## src/rtl/axil_decerr_slave_wr.sv

```systemverilog
// AXI-Lite write-channel default slave: accepts AW and W in either order, discards the data and
// answers DECERR. Also exposes a saturating error counter and the last offending address.
module axil_decerr_slave_wr #(
  parameter int unsigned AXI_ADDR_WIDTH = 32,
  parameter int unsigned AXI_DATA_WIDTH = 32,
  parameter int unsigned CNT_WIDTH      = 16,
  parameter logic [1:0]  RESP_CODE      = 2'b11
) (
  input  logic                        aclk,
  input  logic                        areset,
  input  logic [AXI_ADDR_WIDTH-1:0]   s_axil_awaddr,
  input  logic                        s_axil_awvalid,
  output logic                        s_axil_awready,
  input  logic [AXI_DATA_WIDTH-1:0]   s_axil_wdata,
  input  logic [AXI_DATA_WIDTH/8-1:0] s_axil_wstrb,
  input  logic                        s_axil_wvalid,
  output logic                        s_axil_wready,
  output logic [1:0]                  s_axil_bresp,
  output logic                        s_axil_bvalid,
  input  logic                        s_axil_bready,
  output logic [CNT_WIDTH-1:0]        err_count,
  output logic [AXI_ADDR_WIDTH-1:0]   err_addr,
  output logic                        err_pulse,
  input  logic                        err_clear
);

  typedef enum logic [1:0] {StIdle, StGotAw, StGotW, StResp} state_e;

  state_e                      state_q, state_d;
  logic [CNT_WIDTH-1:0]        err_count_q;
  logic [AXI_ADDR_WIDTH-1:0]   err_addr_q;
  logic                        err_pulse_q;
  logic                        aw_hs, w_hs, b_hs, enter_resp;

  // Write data and strobes are deliberately discarded.
  logic unused_wdata;
  assign unused_wdata = ^{s_axil_wdata, s_axil_wstrb};

  assign aw_hs = s_axil_awvalid & s_axil_awready;
  assign w_hs  = s_axil_wvalid & s_axil_wready;
  assign b_hs  = s_axil_bvalid & s_axil_bready;

  // Readies are decoded from state only, so no valid-to-ready combinational path exists.
  always_comb begin
    s_axil_awready = 1'b0;
    s_axil_wready  = 1'b0;
    s_axil_bvalid  = 1'b0;
    unique case (state_q)
      StIdle: begin
        s_axil_awready = 1'b1;
        s_axil_wready  = 1'b1;
      end
      StGotAw: s_axil_wready  = 1'b1;
      StGotW:  s_axil_awready = 1'b1;
      StResp:  s_axil_bvalid  = 1'b1;
      default: ;
    endcase
  end

  always_comb begin
    state_d = state_q;
    unique case (state_q)
      StIdle: begin
        if (aw_hs && w_hs)  state_d = StResp;
        else if (aw_hs)     state_d = StGotAw;
        else if (w_hs)      state_d = StGotW;
      end
      StGotAw: if (w_hs)  state_d = StResp;
      StGotW:  if (aw_hs) state_d = StResp;
      StResp:  if (b_hs)  state_d = StIdle;
      default: state_d = StIdle;
    endcase
  end

  assign enter_resp = (state_q != StResp) && (state_d == StResp);

  always_ff @(posedge aclk) begin
    if (areset) begin
      state_q     <= StIdle;
      err_count_q <= '0;
      err_addr_q  <= '0;
      err_pulse_q <= 1'b0;
    end else begin
      state_q     <= state_d;
      err_pulse_q <= enter_resp;
      if (aw_hs) err_addr_q <= s_axil_awaddr;
      // Clear takes priority over a coincident increment.
      if (err_clear) begin
        err_count_q <= '0;
      end else if (enter_resp && (err_count_q != {CNT_WIDTH{1'b1}})) begin
        err_count_q <= err_count_q + 1'b1;
      end
    end
  end

  assign s_axil_bresp = RESP_CODE;
  assign err_count    = err_count_q;
  assign err_addr     = err_addr_q;
  assign err_pulse    = err_pulse_q;

endmodule
```

## config.mk

```make
export PLATFORM = sky130hd
export DESIGN_NAME = axil_decerr_slave_wr
export DESIGN_NICKNAME = d
export VERILOG_FILES = /design/src/rtl/axil_decerr_slave_wr.sv
export SDC_FILE = /design/constraint.sdc
export NUM_CORES = 1
export LEC_CHECK = 0
export CORE_MARGIN = 8
export CORE_UTILIZATION = 25
export CTS_CLUSTER_DIAMETER = 40
export DETAILED_ROUTE_END_ITERATION = 12
export SLEW_MARGIN = 40
export SYNTH_ARGS = -nofsm -noshare
export SYNTH_HDL_FRONTEND = slang
export SYNTH_SLANG_ARGS = --single-unit
```

## constraint.sdc

```tcl
create_clock -name aclk -period 3.51 [get_ports aclk]
set_input_delay 1.053 -clock aclk [delete_from_list [all_inputs] [get_ports aclk]]
set_output_delay 1.053 -clock aclk [all_outputs]
set_load 0.005 [all_outputs]
```

==> impl_metrics.yaml <==
clock_network:
  ctsHoldBuffers: 0
  htreeDepth: 2
  cts_buffer_depth: 2
  cts_made_buffers: 5
  cts_num_sinks: 51
  post-cts-setup-buffers: 0
  ctsResizeCount: 0
  clkSlewWorstSetupHoldPaths_ns: 0.10
  tritoncts: "built"
  cts_root_buf: "clkbuf_8"
  clk_latency_ns: 0.31
sta:
  fin_crit_sh: 0.750
  setup_violations: 0
  worst_slew_pin_slew_ns: 0.538
  tns_ns: 0
  hold_viol: 0
  max_freq_mhz: 380
  finClkSkew_ns: 0.0123
  finalCriticalPeriod_ns: 2.63
  rsz0062_at_grt: "no"
  slew_viol_final: 0
  relSlewSlack: 0.638
yosys:
  yosysTopAreaCell: "dfxtp_1"
  syn_avg_cell_area_um2: 8.19
  ys_warn_count: 0
  synth_area_leaders: "dfxtp_1 49%, nand2_1 14%, a21oi_1 11%"
  synthTopCellsByCount: "76 x nand2_1, 51 x dfxtp_1, 44 x a21oi_1"
  synth-seq-area-share: 0.487
  synth_enable_flop_cells: 0
  synth_most_common_cell: "nand2_1"
  synth_cells: 256
  synth_ff_type: "dfxtp_1"
  synth_async_sr_flop_share: 0
  synth.distinct_cells: 36
  syn_area_mm2: 0.00210
  synth_top_area_frac: 0.487
  ys_seq_elements: 51
placement:
  placed_area_mm2: 0.00306
  port_buffers: 89
  place_hpwl_um: 4420
  gp_congestion: 0.719
power:
  internal-power_uw: 916
  pwr-share-comb: 0.140
  power_mw: 1.21
  p_switching_uw: 298
  ir_drop_mv: 0.178
  netSwitchingFraction: 0.245
  p_clk_frac: 0.353
  powerDensity_mw_per_mm2: 382
  p_seq_frac: 0.507
  leakagePower_nw: 1.10
floorplanning:
  die-area_mm2: 0.0116
  core_area_mm2: 0.00818
  die_y_um: 108
  start_util: 0.256
  io_pins: 128
  num_rows: 33
  die_width_um: 108
finish:
  drive_gt1_frac: 0.0528
  area_delta_synth_final_pct: 51.7
  antenna_cells: 0
  final_util: 0.389
  final_area_mm2: 0.00318
  layout.nets: 415
detailed_routing:
  drc: 0
  drt_first_pass_iters: 4
  vias: 2072
  ant_nets: 0
  finalWirelength_um: 6110
  vias_per_cell: 4.65
  dr.first_iter.drc_count: 95
  routedWlPerCell_um: 13.7
worst_setup_path:
  path_cells: "clkdlybuf4s50_1 > o22a_2 > nand2_1 > or4_1 > a21oi_1"
  reg2reg_setup_slack_ns: 1.56
  worst-path-buf-inv: 1
  arrival_ns: 2.88
  critPathKind: "in -> reg"
  cp_top_family: "simple AND/OR/NAND/NOR gates"
  start_kind: "input port"
  crit_path_top_delay_cell: "or4_1"
  r2r_end: "err_count[1]"
  end_kind: "flip-flop"
  reg2reg_depth: 6
  cp.required_ns: 3.76
  r2r-start: "err_count[0]"
  critPathMaxStageDelay_ns: 0.61
  path_max_fanout: 17
flow_run:
  max_cap_violations: 0
global_route:
  grt_util_met3: 0.0335
  grt_pass1_wl_um: 9670
  antenna_found_initial: 0
  grt_pass1_vias: 1895
  grtUsageTotal: 0.102
  gr-total-overflow: 0
  top_usage_layer: "met2"
  grt_max_degree: 39
  grtUsageMet2: 0.166
  met1_usage: 0.126
hold_path:
  whs_endpoint: "err_addr[28]"
  hp-class: "reg -> reg"
  worstHoldStart: "err_addr[28]"
  holdPathStages: 2
outcome:
  status: "finished clean"
[worst reg2reg max path, stage by stage, from the launching register on]
cell and delay (ns):
dfxtp_1 0.40, ha_1 0.23, nand4_1 0.17, nor4_4 0.58, buf_6 0.22, nor3b_1 0.06
o21a_1 0.19
[sequential cells by signal, summed over array words and instances (netlist names)]
register   count
err_addr      32
err_count     16
err_pulse      1
state_q        2
[worst max-delay path by stage]
stage                   start             to  slack (ns)  cells past startpoint
6_report       s_axil_awvalid   err_count[6]        0.88                      5
5_1_grt        s_axil_awvalid   err_count[4]        0.76                      5
4_1_cts        s_axil_awvalid   err_count[6]        0.88                      5
3_5_place_dp   s_axil_awvalid   err_count[3]        0.55                      5
3_3_place_gp   s_axil_awvalid   err_count[6]        0.57                      5
2_1_floorplan  s_axil_awvalid  err_count[13]        1.43                      5
[cells by family (layout without fill, tap and decap cells)]
family,count (synthesis),count (layout),synth area share
AO/OA/AOI/OAI,61,61,0.164
adder cells (fa/ha/maj),1,1,0.00597
buffers and inverters,21,105,0.0507
flip-flops,51,51,0.487
multiplexers,2,2,0.00955
other,1,2,0.00179
AND/OR/NAND/NOR,119,119,0.281
[metrics by stage]
step           hold slack, ns  setup WS (ns)  std cells
6_report                0.457          0.879        446
5_1_grt                 0.470          0.764        446
4_1_cts                 0.459          0.876        446
3_5_place_dp            0.446          0.547        438
3_3_place_gp            0.442          0.575        437
2_1_floorplan           0.453           1.43        257
[per-layer routing]
layer,part of all wire,up-vias
li1,-,1057
met1,0.46,956
met2,0.47,52
met3,0.067,7
met4,0.0079,0
met5,0,-
[power by group through the flow]
stage	combinational [mW]	sequential (mW)	clock [mW]
3_3_place_gp	0.171	0.628	0
2_1_floorplan	0.0625	0.631	0
3_5_place_dp	0.173	0.629	0
4_1_cts	0.173	0.616	0.446
5_1_grt	0.186	0.620	0.466
6_report	0.170	0.616	0.428
[cell type report]
| type | instances | area [um^2] |
|---|---|---|
| clock inverters | 3 | 46.3 |
| clock buffers | 5 | 68.8 |
| multi-input cells | 185 | 972 |
| fillers | 865 | 5000 |
| well taps | 105 | 131 |
| flip-flops and latches | 51 | 1020 |
| repair buffers | 93 | 925 |
| inverters | 4 | 15.0 |
[cells in the final DEF, fill, tap and decap left out, types with 2 or more instances in the layout]
cell	synthesis	final
a21oi_1	44	44
and3_1	4	4
buf_4	2	3
clkbuf_8	0	5
clkdlybuf4s50_1	0	89
conb_1	1	2
dfxtp_1	51	51
inv_1	4	4
mux2i_1	2	2
nand2_1	76	76
nand3_1	3	3
nand4_1	6	6
nor2_1	5	5
nor3_1	2	2
o21a_1	2	2
o21ai_0	2	2
o21ai_1	2	2
o31ai_1	8	8
or3_1	6	6
or4_1	8	8
Power figures use the tool's default switching activity.
